[config.mk]
export PLATFORM = sky130hd
export DESIGN_NAME = pipe_stage_reg
export DESIGN_NICKNAME = d
export VERILOG_FILES = /design/src/rtl/mips_pkg.sv /design/src/rtl/sat_counter.sv /design/src/rtl/pipe_stage_reg.sv
export SDC_FILE = /design/constraint.sdc
export NUM_CORES = 1
export LEC_CHECK = 0
export BUFFER_PORTS_ARGS = -buffer_cell sky130_fd_sc_hd__buf_4
export CELL_PAD_IN_SITES_DETAIL_PLACEMENT = 1
export CELL_PAD_IN_SITES_GLOBAL_PLACEMENT = 1
export CORE_ASPECT_RATIO = 0.6
export CORE_MARGIN = 3
export CORE_UTILIZATION = 33
export CTS_CLUSTER_SIZE = 40
export DETAILED_ROUTE_END_ITERATION = 8
export PLACE_DENSITY = 0.78
export SKIP_CTS_REPAIR_TIMING = 1
export SLEW_MARGIN = 20
export SYNTH_ARGS = -nofsm -noshare
export SYNTH_HDL_FRONTEND = slang
export SYNTH_SLANG_ARGS = --single-unit
[constraint.sdc]
create_clock -name clk -period 3.28 [get_ports clk]
set_clock_uncertainty 0.15 [all_clocks]
set_input_delay 0.656 -clock clk [delete_from_list [all_inputs] [get_ports clk]]
set_output_delay 0.656 -clock clk [all_outputs]
set_load 0.02 [all_outputs]
[src/rtl/mips_pkg.sv]
// Shared MIPS32 pipeline definitions: exception codes, fixed PCs and the
// per-cycle action taken by an inter-stage register.
package mips_pkg;

    localparam int EXC_W = 5;

    localparam logic [EXC_W-1:0] EXC_NONE = 5'd0;
    localparam logic [EXC_W-1:0] EXC_INT  = 5'd0;  // interrupts arrive on req, not as a code
    localparam logic [EXC_W-1:0] EXC_ADEL = 5'd4;
    localparam logic [EXC_W-1:0] EXC_ADES = 5'd5;
    localparam logic [EXC_W-1:0] EXC_RI   = 5'd10;
    localparam logic [EXC_W-1:0] EXC_OV   = 5'd12;

    localparam logic [31:0] RESET_PC   = 32'h0000_3000;
    localparam logic [31:0] HANDLER_PC = 32'h0000_4180;

    typedef enum logic [2:0] {
        ACT_RESET,
        ACT_REQ,
        ACT_FLUSH,
        ACT_STALL,
        ACT_LOAD
    } stage_act_e;

endpackage

[src/rtl/sat_counter.sv]
// Saturating up-counter with synchronous active-high clear.
module sat_counter #(
    parameter int W = 16
) (
    input  logic         clk,
    input  logic         reset,
    input  logic         inc,
    output logic [W-1:0] count
);

    logic [W-1:0] r_count;

    always_ff @(posedge clk) begin
        if (reset)
            r_count <= '0;
        else if (inc && (r_count != '1))
            r_count <= r_count + W'(1);
    end

    assign count = r_count;

endmodule

[src/rtl/pipe_stage_reg.sv]
// Inter-stage pipeline register: PC, payload, valid, delay-slot flag and
// exception code, with req/flush/stall control and stall/bubble counters.
module pipe_stage_reg
    import mips_pkg::*;
#(
    parameter int              DATA_W         = 64,
    parameter int              PC_W           = 32,
    parameter int              EXC_W          = 5,
    parameter int              CNT_W          = 16,
    parameter logic [PC_W-1:0] RESET_PC       = 32'h0000_3000,
    parameter bit              BUBBLE_KEEP_PC = 1'b1
) (
    input  logic              clk,
    input  logic              reset,
    input  logic              stall,
    input  logic              flush,
    input  logic              req,
    input  logic              valid_in,
    input  logic [PC_W-1:0]   pc_in,
    input  logic              bd_in,
    input  logic [DATA_W-1:0] data_in,
    input  logic [EXC_W-1:0]  exc_in,
    input  logic              exc_new,
    input  logic [EXC_W-1:0]  exc_new_code,
    output logic              valid_out,
    output logic [PC_W-1:0]   pc_out,
    output logic              bd_out,
    output logic [DATA_W-1:0] data_out,
    output logic [EXC_W-1:0]  exc_out,
    output logic [CNT_W-1:0]  stall_cnt,
    output logic [CNT_W-1:0]  bubble_cnt
);

    // Earliest exception wins; a bubble never carries an exception.
    function automatic logic [EXC_W-1:0] exc_merge(
        input logic             valid,
        input logic [EXC_W-1:0] upstream,
        input logic             new_hit,
        input logic [EXC_W-1:0] new_code
    );
        if (!valid)
            return '0;
        else if (upstream != '0)
            return upstream;
        else if (new_hit)
            return new_code;
        else
            return '0;
    endfunction

    stage_act_e          w_act;
    logic                w_stall_inc;
    logic                w_bubble_inc;

    logic                r_valid;
    logic [PC_W-1:0]     r_pc;
    logic                r_bd;
    logic [DATA_W-1:0]   r_data;
    logic [EXC_W-1:0]    r_exc;

    always_comb begin
        w_act = ACT_LOAD;
        if (reset)      w_act = ACT_RESET;
        else if (req)   w_act = ACT_REQ;
        else if (flush) w_act = ACT_FLUSH;
        else if (stall) w_act = ACT_STALL;
    end

    assign w_stall_inc  = (w_act == ACT_STALL);
    assign w_bubble_inc = (w_act == ACT_FLUSH) || ((w_act == ACT_LOAD) && !valid_in);

    always_ff @(posedge clk) begin
        if (reset) begin
            r_valid <= 1'b0;
            r_pc    <= RESET_PC;
            r_bd    <= 1'b0;
            r_data  <= '0;
            r_exc   <= '0;
        end else begin
            case (w_act)
                ACT_REQ: begin
                    r_valid <= 1'b0;
                    r_pc    <= PC_W'(HANDLER_PC);
                    r_bd    <= 1'b0;
                    r_data  <= '0;
                    r_exc   <= '0;
                end
                ACT_FLUSH: begin
                    // Keeping pc/bd in the bubble lets EPC be recovered downstream.
                    r_valid <= 1'b0;
                    r_pc    <= BUBBLE_KEEP_PC ? pc_in : '0;
                    r_bd    <= BUBBLE_KEEP_PC ? bd_in : 1'b0;
                    r_data  <= '0;
                    r_exc   <= '0;
                end
                ACT_LOAD: begin
                    r_valid <= valid_in;
                    r_pc    <= pc_in;
                    r_bd    <= bd_in;
                    r_data  <= data_in;
                    r_exc   <= exc_merge(valid_in, exc_in, exc_new, exc_new_code);
                end
                default: ;
            endcase
        end
    end

    sat_counter #(.W(CNT_W)) u_stall_cnt (
        .clk   (clk),
        .reset (reset),
        .inc   (w_stall_inc),
        .count (stall_cnt)
    );

    sat_counter #(.W(CNT_W)) u_bubble_cnt (
        .clk   (clk),
        .reset (reset),
        .inc   (w_bubble_inc),
        .count (bubble_cnt)
    );

    assign valid_out = r_valid;
    assign pc_out    = r_pc;
    assign bd_out    = r_bd;
    assign data_out  = r_data;
    assign exc_out   = r_exc;

endmodule

---- Yosys cells after proc, flatten, opt, wreduce, memory -nomap -nowiden ----
Index checks and enable logic that the tools add are counted.
storage, ports and cells
  input port bits ......................... 114
  output and inout port bits .............. 135
  word-level logic and storage cells ...... 37
  flip-flop bits (word level) ............. 135
cells by class
  multiplexer cells ....................... 12
  add/sub/neg operators ................... 2
  eq/ne operators ......................... 6
  reductions and logical operators ........ 10
operators by type and width
  operator                                                         number
  64-bit case mux with 2 select lines                              1
  32-bit case mux with 2 select lines                              1
  16-bit by 1-bit adder with 16-bit output, second input constant  2
  16-bit != test, second input constant                            2
  5-bit two-way mux                                                3
  3-bit two-way mux                                                4
  5-bit case mux with 2 select lines                               1
  3-bit by 2-bit == test with 1-bit output, second input constant  2
  5-bit nonzero test                                               1
  1-bit case mux with 2 select lines                               2
  2-bit nonzero test                                               2
  2-bit OR reduction                                               2
  3-bit by 1-bit == test with 1-bit output, second input constant  1
  3-bit == test, second input constant                             1
  1-bit logical AND                                                3
  1-bit zero test                                                  1
  1-bit logical OR                                                 1

---- Logic depth before layout (Yosys ltp) ----
  depth after elaboration ................. 8
  gate-level depth with buffers ........... 6
  gate-level depth less buffers ........... 5

---- Cells and area by module ----
Synthesis repeated with hierarchy kept, for this count alone.
second synthesis, totals
  cell total of the unflattened synthesis .. 455
  area total of the unflattened synthesis .. 4,961.0 µm²
modules (own cells, without submodules)
  module          seq. area each (µm²)  times used  area each (µm²)  cells an instance
  pipe_stage_reg  2,062.0               1           3,264.4          257
  sat_counter     320.3                 2           848.3            99

---- Worst setup path after synthesis ----
OpenSTA, ideal clock, no wires.
  kind .................................... in2reg
  start point ............................. input port flush
  end point ............................... register u_stall_cnt.r_count[15], in the netlist u_stall_cnt.count[15]
  buffers on the path ..................... 1
  data arrival time ....................... 2.265 ns
  slack ................................... 0.742 ns
  data required time ...................... 3.007 ns
  setup time .............................. 0.123 ns
  stages .................................. 5
  cell sequence ........................... or4b_1 > clkbuf_2 > or3b_4 > nor4b_2 > mux2_1
on the way
  word-level cells in the longest chain between the ends .. 5
ends and longest elaborated chain
  element                                   line                  text
  start, declared                           pipe_stage_reg.sv:16  input logic flush,
  3-bit two-way mux                         pipe_stage_reg.sv:65  else if (flush) w_act = ACT_FLUSH;
  3-bit two-way mux                         pipe_stage_reg.sv:64  else if (req) w_act = ACT_REQ;
  3-bit two-way mux                         pipe_stage_reg.sv:63  if (reset) w_act = ACT_RESET;
  3-bit by 2-bit == test with 1-bit output  pipe_stage_reg.sv:69  assign w_stall_inc = (w_act == ACT_STALL);
  1-bit logical AND                         sat_counter.sv:16     else if (inc && (r_count != '1))
  end signal, assigned                      sat_counter.sv:17     r_count <= r_count + W'(1);
  end, declared                             sat_counter.sv:11     logic [W-1:0] r_count;
No other way between the ends.
A chain may end at the register's enable or synchronous reset.

---- Final worst setup path ----
  start point ............................. register u_stall_cnt.r_count[0], in the netlist u_stall_cnt.count[0]
  end point ............................... register u_stall_cnt.r_count[9], in the netlist u_stall_cnt.count[9]
on the way
  word-level cells in the longest chain between the ends .. 2
ends and longest elaborated chain
  element
  parallel branches: the longest is 2 deep, another holds 16-bit by 1-bit adder with 16-bit output
Parallel ways; which one is timed is not known.

==> metrics.log <==
[metrics] layout cell share with drive strength beyond 1: 0.418
[metrics] worst reg-to-reg setup slack: 0.95 ns
[metrics] Post-synth EDFFs: 0
[metrics] placement row count: 33
[metrics] crit path kind: reg2reg
[metrics] mean area per synthesized cell: between 10 and 15 µm²
[metrics] clock period minus worst slack: 2.33 ns
[metrics] crit path DAT: roughly 2.5 ns
[metrics] worst path buffer plus inverter count: 0
[metrics] number of nets produced by synthesis: 568
[metrics] initial DRC count: 273
[metrics] result of the run: finished clean
[metrics] crit-path cells: ha_1 > nand3_1 > nor3_1 > a2111oi_0 > mux2_2
[metrics] area inside the core boundary: 14000 µm²
[metrics] number of global-route vias before repair: approximately 4800
[metrics] signed area change from the synthesized netlist to the final layout: 55.0%
[metrics] maximum resistive drop on vdd: between 0.0002 and 0.0003 V
[metrics] Initial Util: 0.346
[metrics] Clock Path Buffers: 2
[metrics] die span in y: between 90 and 100 µm
[metrics] worst-path fanout max: 6
[metrics] Post-Synthesis Cell Area: 4840 µm²
[metrics] most common cell after layout, fill and taps aside: buf_4
[metrics] Overall Global Routing Usage: 0.215
[metrics] clock transition at the registers of the reported paths: about 0.060 ns
[metrics] Worst setup SP type: register
[metrics] via-per-instance ratio: 5.35
[metrics] Slew Limit Headroom: 0.307
[metrics] post-route clock period utilization: 0.709
[metrics] number of distinct standard cells referenced by the synthesized netlist: 44
[metrics] number of register bits inferred by synthesis: approximately 140
[metrics] I/O pin count: 249
[metrics] leading area contributor after synthesis: dfxtp_1
[metrics] leakage power: 3.30 nW
[metrics] GRT Residual Overflow: 0
[metrics] wire length per cell after detailed routing: between 20 and 25 µm
[metrics] area of all placed cells without fillers: 7510 µm²
[metrics] count of mapped cells out of synthesis: 452
[metrics] routed wire length: 18.2 mm
[metrics] routability-driven placement congestion ratio: 0.851
[metrics] Root Buffer Master: clkbuf_16
[metrics] FMAX: 430 MHz
[metrics] post-layout net count: about 810
[metrics] critical path's top delay family: simple AND/OR/NAND/NOR gates
[metrics] setup repair after global routing missed its margin: false
[metrics] antenna cells: 0
[metrics] CP Data Required Time: 3.42 ns
[metrics] number of detailed-route iterations in the first pass: 4
[metrics] worst hold-check slack: around 0.31 ns
[metrics] worst min-delay path class: in2reg
[metrics] post-synthesis async set-or-reset flop share: 0
[metrics] detailed-route DRC error count: 0
[metrics] number of endpoints failing setup at the final stage: 0
[metrics] Final Max Slew Viols: 0
[metrics] setup TNS: 0 ns
[metrics] initial antenna violation count: 0
[metrics] cells taking the most area after synthesis: dfxtp_1 (56%), a22o_1 (17%), a21oi_1 (2.5%)
[metrics] DRT antenna net count: 0
[metrics] Yosys Warn Count: 0
[metrics] Synth top area share: 0.558
[metrics] Clock Sink Count: 135
[metrics] DP HPWL: 13.3 mm
[metrics] Most used DFF post-synth: dfxtp_1
[metrics] number of hold violations in the final report: 0
[metrics] total of buffers placed on input and output ports: 248
[metrics] Post-Route Utilization: 0.537
[metrics] Crit-path slowest cell: nor3_1
[metrics] commonest cells after routing, fill and taps aside: buf_4 (256), dfxtp_1 (135), a22o_1 (92)
[metrics] first-pass GRT wire length: 27.7 mm
[metrics] number of buffers created by CTS: 17
[metrics] vias post-DR: just under 5000
[metrics] delay contributed by the slowest stage of the critical path: 0.60 ns
[metrics] TritonCTS clock tree: yes
[metrics] count of max-cap constraint violations: 0
[metrics] clock insertion delay at the later pin of the skew report: about 0.40 ns
[metrics] cell area reported after detailed placement: a little under 7000 µm²
[metrics] Die ar.: 16200 µm²
[metrics] x dimension of the die: between 150 and 200 µm
[metrics] total power per unit cell area: 529 nW/µm²
[metrics] sequential cell area fraction in the yosys report: 0.558
[metrics] H-tree level count: 4
[metrics] largest net degree at the start of global routing: 100
[metrics] endpoint type of the worst setup path: register
[metrics] actual slew at the worst max-slew pin: 1.04 ns
## worst paths after layout
| kind | endpoint | depth (start not counted) | start |
|---|---|---|---|
| setup / recovery | u_stall_cnt.count[9]$_SDFFE_PP0P_ | 5 | u_stall_cnt.count[0]$_SDFFE_PP0P_ |
| hold reg to reg | exc_out[0]$_SDFFE_PP0P_ | 2 | exc_out[0]$_SDFFE_PP0P_ |
| hold / removal | pc_out[21]$_SDFFE_PP0P_ | 2 | pc_in[21] |
| setup reg to reg | u_stall_cnt.count[9]$_SDFFE_PP0P_ | 5 | u_stall_cnt.count[0]$_SDFFE_PP0P_ |
## cell type report
cell class,count,area (µm²)
tap,192,240
clock buffer,18,439
inverter,8,30.0
clock inverter,13,170
sequential,135,2700
fill,1526,6490
multi-input combinational,278,2010
timing repair buffer,256,1920
## cells in the mapped netlist (all sizes together), types with 3 or more instances
library cell  count
a21oi            24
a22o             92
and3              3
and4              6
buf               7
clkbuf           24
dfxtp           135
inv               8
mux2              3
mux2i             7
nand2            19
nand3            12
nand4            14
nor2              8
nor2b             3
nor3              4
nor4              7
o211ai            3
o21ai            15
o311ai            5
o31ai            13
o41ai             3
or3               7
or4              10
## through the flow
step,std cells,worst slack (ns),power (W)
final,900,0.955,0.00397
after global routing,900,0.781,0.00411
after CTS,900,0.956,0.00402
after detailed placement,869,0.605,0.00204
after global placement,869,0.600,0.00203
after floorplan,452,0.742,0.00185
## logic make-up (layout without fill, tap and decap cells)
family | Yosys count | in the layout | share of synthesized area
DFF | 135 | 135 | 0.558
and+or+nand+nor | 102 | 102 | 0.124
buffers and inverters | 39 | 295 | 0.0305
AOI/OAI and AO/OA | 164 | 164 | 0.261
adders and majority gates | 2 | 2 | 0.00516
muxes | 10 | 10 | 0.0214
## registers in the layout (all words and copies together) (netlist names)
| signal | cells |
|---|---|
| valid_out | 1 |
| exc_out | 5 |
| data_out | 64 |
| u_stall_cnt.count | 16 |
| bd_out | 1 |
| u_bubble_cnt.count | 16 |
| pc_out | 32 |
## where the power goes
part / internal, W / total (W) / switching, W
Clock: 0.00122 / 0.00197 / 0.000746
Sequential: 0.00168 / 0.00170 / 0.0000245
Combinational: 0.000163 / 0.000305 / 0.000142
Total: 0.00306 / 0.00397 / 0.000912
## layer usage
metal  track usage  part of all wire  vias to the layer above
met5             0                 0                        -
met4        0.0459            0.0077                        0
met3        0.0689             0.078                       10
met2         0.349              0.48                      165
met1         0.283              0.43                     2383
li1              -                 -                     2254
Note: power is estimated with default switching activity, not from simulation.
